## src/rtl/mem_stage_ctrl.sv

```systemverilog
// Memory-stage controller: issues one data-cache request per load/store, holds it
// until dhit, captures load data and drives the MEM/WB latch fields and enable.
//
//  state  | meaning
//  IDLE   | no access outstanding; new memop requests here, same-cycle hit allowed
//  ACCESS | request held stable waiting for dhit, wait counter running
//  HOLD   | access done, no request, waiting for ihit to advance the pipeline
module mem_stage_ctrl #(
   parameter int unsigned MAX_WAIT = 255
) (
   input  logic        clk_i,
   input  logic        rst_n_i,
   input  logic        valid_i,
   input  logic [1:0]  memctrl_i,
   input  logic [31:0] aluout_i,
   input  logic [31:0] storedata_i,
   input  logic [31:0] npc_i,
   input  logic [15:0] imm_i,
   input  logic [4:0]  dest_i,
   input  logic [3:0]  wbctrl_i,
   input  logic        ihit_i,
   input  logic        dhit_i,
   input  logic [31:0] dmemload_i,
   output logic        dmem_ren_o,
   output logic        dmem_wen_o,
   output logic [31:0] dmemaddr_o,
   output logic [31:0] dmemstore_o,
   output logic [31:0] dmemload_in_o,
   output logic [31:0] aluout_in_o,
   output logic [31:0] npc_in_o,
   output logic [15:0] imm_in_o,
   output logic [4:0]  dest_in_o,
   output logic [3:0]  wbctrl_in_o,
   output logic        memwb_en_o,
   output logic        mem_stall_o,
   output logic [7:0]  access_lat_o
);

   typedef enum logic [1:0] {
      IDLE   = 2'd0,
      ACCESS = 2'd1,
      HOLD   = 2'd2
   } state_t;

   localparam logic [7:0] MAX_WAIT_C = 8'(MAX_WAIT);

   state_t      state_q, state_d;
   logic [7:0]  wait_cnt_q, wait_cnt_d;
   logic [7:0]  access_lat_q, access_lat_d;
   logic [31:0] ldreg_q, ldreg_d;

   logic       memop;
   logic       req_phase;
   logic       req_active;
   logic       hit_take;
   logic       stall;
   logic [7:0] lat_next;
   logic [7:0] wait_inc;

   assign memop      = valid_i & (memctrl_i != 2'b00);
   assign req_phase  = (state_q == IDLE) | (state_q == ACCESS);
   // Gating with reset makes the request drop in the same cycle reset asserts.
   assign req_active = rst_n_i & memop & req_phase;
   assign hit_take   = memop & req_phase & dhit_i;
   assign stall      = req_active & ~dhit_i;
   assign lat_next   = (wait_cnt_q >= MAX_WAIT_C) ? MAX_WAIT_C : wait_cnt_q + 8'd1;
   assign wait_inc   = (wait_cnt_q >= MAX_WAIT_C) ? MAX_WAIT_C : wait_cnt_q + 8'd1;

   always_ff @(posedge clk_i or negedge rst_n_i) begin
      if (!rst_n_i) begin
         state_q      <= IDLE;
         wait_cnt_q   <= 8'd0;
         access_lat_q <= 8'd0;
         ldreg_q      <= 32'd0;
      end else begin
         state_q      <= state_d;
         wait_cnt_q   <= wait_cnt_d;
         access_lat_q <= access_lat_d;
         ldreg_q      <= ldreg_d;
      end
   end

   always_comb begin
      state_d      = state_q;
      wait_cnt_d   = wait_cnt_q;
      access_lat_d = access_lat_q;
      ldreg_d      = ldreg_q;
      case (state_q)
         IDLE: begin
            wait_cnt_d = 8'd0;
            if (hit_take) begin
               ldreg_d      = dmemload_i;
               access_lat_d = 8'd0;
               state_d      = ihit_i ? IDLE : HOLD;
            end else if (memop) begin
               state_d = ACCESS;
            end
         end
         ACCESS: begin
            if (!memop) begin
               wait_cnt_d = 8'd0;
               state_d    = IDLE;
            end else if (hit_take) begin
               ldreg_d      = dmemload_i;
               access_lat_d = lat_next;
               wait_cnt_d   = 8'd0;
               state_d      = ihit_i ? IDLE : HOLD;
            end else begin
               wait_cnt_d = wait_inc;
            end
         end
         HOLD: begin
            if (ihit_i) state_d = IDLE;
         end
         default: state_d = IDLE;
      endcase
   end

   always_comb begin
      dmem_ren_o    = req_active & memctrl_i[1] & ~memctrl_i[0];
      dmem_wen_o    = req_active & memctrl_i[0];
      mem_stall_o   = stall;
      memwb_en_o    = rst_n_i & ihit_i & ~stall;
      dmemaddr_o    = aluout_i;
      dmemstore_o   = storedata_i;
      dmemload_in_o = dhit_i ? dmemload_i : ldreg_q;
      aluout_in_o   = aluout_i;
      npc_in_o      = npc_i;
      imm_in_o      = imm_i;
      dest_in_o     = dest_i;
      wbctrl_in_o   = valid_i ? wbctrl_i : 4'b0000;
      access_lat_o  = access_lat_q;
   end

endmodule
```

## config.mk

```make
export PLATFORM = sky130hd
export DESIGN_NAME = mem_stage_ctrl
export DESIGN_NICKNAME = d
export VERILOG_FILES = /design/src/rtl/mem_stage_ctrl.sv
export SDC_FILE = /design/constraint.sdc
export NUM_CORES = 1
export LEC_CHECK = 0
export ABC_AREA = 1
export CORE_AREA = 2 2 141 143
export CTS_BUF_LIST = sky130_fd_sc_hd__clkbuf_2
export DETAILED_ROUTE_END_ITERATION = 16
export DIE_AREA = 0 0 143 145
export PLACE_DENSITY = 0.52
export SYNTH_ARGS = -nofsm -noshare
export SYNTH_HDL_FRONTEND = slang
export SYNTH_SLANG_ARGS = --single-unit
export TNS_END_PERCENT = 50
```

## constraint.sdc

```tcl
create_clock -name clk_i -period 3.7 [get_ports clk_i]
set_input_delay 1.11 -clock clk_i [delete_from_list [all_inputs] [get_ports clk_i]]
set_output_delay 1.11 -clock clk_i [all_outputs]
set_load 0.1 [all_outputs]
```

==> results.ini <==
[status]
result_of_the_run = finished clean

[grt]
grtUsageTotal = 0.0891
grt_antenna_before_repair = 1
grt_first_pass_wirelength_um = 14100
number_of_global_route_vias_before_repair = 2612
grt_remaining_overflow = 0
grt_start_max_net_pins = 74

[worst_setup_path]
worst_ep_required_time_ns = 2.59
timing.critical_path.from = memctrl_i[0]
regToRegEndpoint = ldreg_q[5]
worstReg2RegStart = state_q[1]
critical_path_class = primary input to output port
crit_fanout = 3
worstSetupStartpointType = primary input
r2r_cells = 6
critical_path.endpoint_type = output port
critical_path_arrival_ns = 2.44
timing.reg2reg.setup_slack_ns = 1.87

[clock_network]
cts-hold-fix-buffers = 0
cts.repair_timing.setup_buffer_count = 0
htreeDepth = 2
cts_inserted_buffers = 5
clkSlewWorstSetupHoldPaths_ns = 0.31
max-clock-path-buffers = 2
insertion_delay_ns = 0.50
tritoncts_clock_tree = built
cts.sinks = 50
cts.root.buffer_cell = clkbuf_2
cts.repair.resized = 0

[power_and_ir_drop]
power.density_nw_per_um2 = 424
power_leakage_nw = 2.02
max-vdd-ir-drop_mv = 0.232

[timing]
period_share = 0.960
grt_setup_unrepaired = false
worst_clock_skew_ns = 0.0445
period_minus_slack_ns = 3.55
setup_viol = 0
max_slew.worst_pin.slew_ns = 0.883
finalMaxSlewViolations = 0
maxSlewHeadroom = 0.412
hold_slack_ns = 0.353
timing.final.hold_violations = 0
totalNegativeSetupSlack_ns = 0
fmax_ghz = 0.281

[synth]
yosys.cell_types.count = 20
mappedNetlistArea_um2 = 3750
syn_nets = 651
synth.area.top_cells = dfrtp_1 33%, buf_4 30%, nand2_1 13%
avgSynthCellArea_um2 = 7.66
part_of_the_yosys_area_used_for_sequential_elements = 0.333
synth_largest_type_area_fraction = 0.333
ys_seq_elements = 50
synthesis.instances = 490
yosys_warnings = 0
synth.largest_area_cell = dfrtp_1

[die]
placementRows = 51
floorplan.die.width_um = 143
start_util = 0.195
design.die.area_um2 = 20700
design.core.area_um2 = 19200
die_h_um = 145
ios = 357

[placed_design]
i_o_buffers = 90
dpl_hpwl_um = 6850
gpl.final_weighted_congestion = 0.692
dpl_cell_area_um2 = 4210

[layout]
share_of_final_layout_standard_cells_stronger_than_drive_strength_1 = 0.232
leading_cell_types_in_the_layout_fill_and_taps_excluded = 126 x nand2_1, 50 x dfrtp_1, 48 x inv_1, 41 x clkdlybuf4s50_1, 41 x buf_12
final_area_um2 = 4290
layout.area.seq_um2 = 1250
finalNetCount = 591
area_delta_synth_final_pct = 14.3
final_common_cell = nand2_1
fillCellCount = 2136
multi_input_comb_area_um2 = 1110

[detailed_routing]
vias_per_instance = 3.59
remaining_drc_errors = 0
number_of_iterations_in_the_first_detailed_routing_pass = 4
ant_nets = 0
dr_total_vias = 2499
drt_wl_total_um = 8980
wire_per_inst_um = 12.9
initialDrtViolationCount = 45

[worst_hold_path]
hold_path_class = primary input to asynchronous set/reset pin

[flow_run]
drv.max_cap_violation_count = 0

==> critical path, stage by stage <==
cell	delay [ns]
clkdlybuf4s50_1	0.49
inv_1	0.06
nand2_1	0.09
nand3_2	0.08
inv_2	0.08
nand2_1	0.10
nor2_1	0.21
buf_12	0.21
==> final cells by class <==
class                           instances  share of cell area
Antenna cell                            1            0.000583
Clock buffer                            5             0.00583
Clock inverter                          3              0.0114
Inverter                               51              0.0446
Multi-Input combinational cell        226               0.258
Sequential cell                        50               0.292
Tap cell                              265              0.0773
Timing Repair Buffer                   96               0.311
==> registers in the layout (all words and copies together) (netlist names) <==
name	flops
state_q	2
access_lat_o	8
ldreg_q	32
wait_cnt_q	8
==> worst max-delay path by stage <==
stage	slack (ns)	cells after the start	end
2_1_floorplan	-0.19	4	dmemload_in_o[23]
3_5_place_dp	0.14	9	memwb_en_o
5_1_grt	0.06	9	memwb_en_o
3_3_place_gp	0.15	9	memwb_en_o
6_report	0.15	8	dmem_wen_o
4_1_cts	0.14	8	dmem_wen_o
==> kinds of logic (layout without fill, tap and decap cells) <==
group                    count (synthesis)  count (layout)  synth area share
AO/OA/AOI/OAI                           71              71             0.117
buffers and inverters                  214             155             0.380
flip-flops                              50              50             0.333
adder cells (fa/ha/maj)                  1               1           0.00333
AND/OR/NAND/NOR                        154             154             0.167
other                                    0               1                 0
==> cells in the mapped netlist (all sizes together) <==
cell type / count
a21oi: 1
buf: 162
clkbuf: 1
dfrtp: 50
ha: 1
inv: 51
nand2: 127
nand3: 11
nand4: 2
nor2: 12
nor3: 2
o21ai: 70
==> stage by stage <==
step                power [mW]   util  worst slack [ns]  instances
floorplan                 1.94      -            -0.192        490
global placement          1.49  0.219             0.147        688
detailed placement        1.49  0.219             0.140        688
CTS                       1.86  0.223             0.139        696
global route              1.93  0.223            0.0596        697
finish                    1.82  0.223             0.147        697
==> power breakdown <==
part           internal [mW]  switching [mW]  total, mW
Clock                  0.119           0.223      0.342
Sequential             0.614          0.0362      0.650
Combinational          0.291           0.535      0.825
Total                   1.02           0.794       1.82
==> per-layer routing <==
| layer | track usage | wire, um |
|---|---|---|
| met2 | 0.119 | 3460 |
| met3 | 0.0548 | 1260 |
| met1 | 0.0922 | 3330 |
| met4 | 0.0891 | 926 |
| met5 | 0 | 0 |
Note: power is estimated with default switching activity, not from simulation.
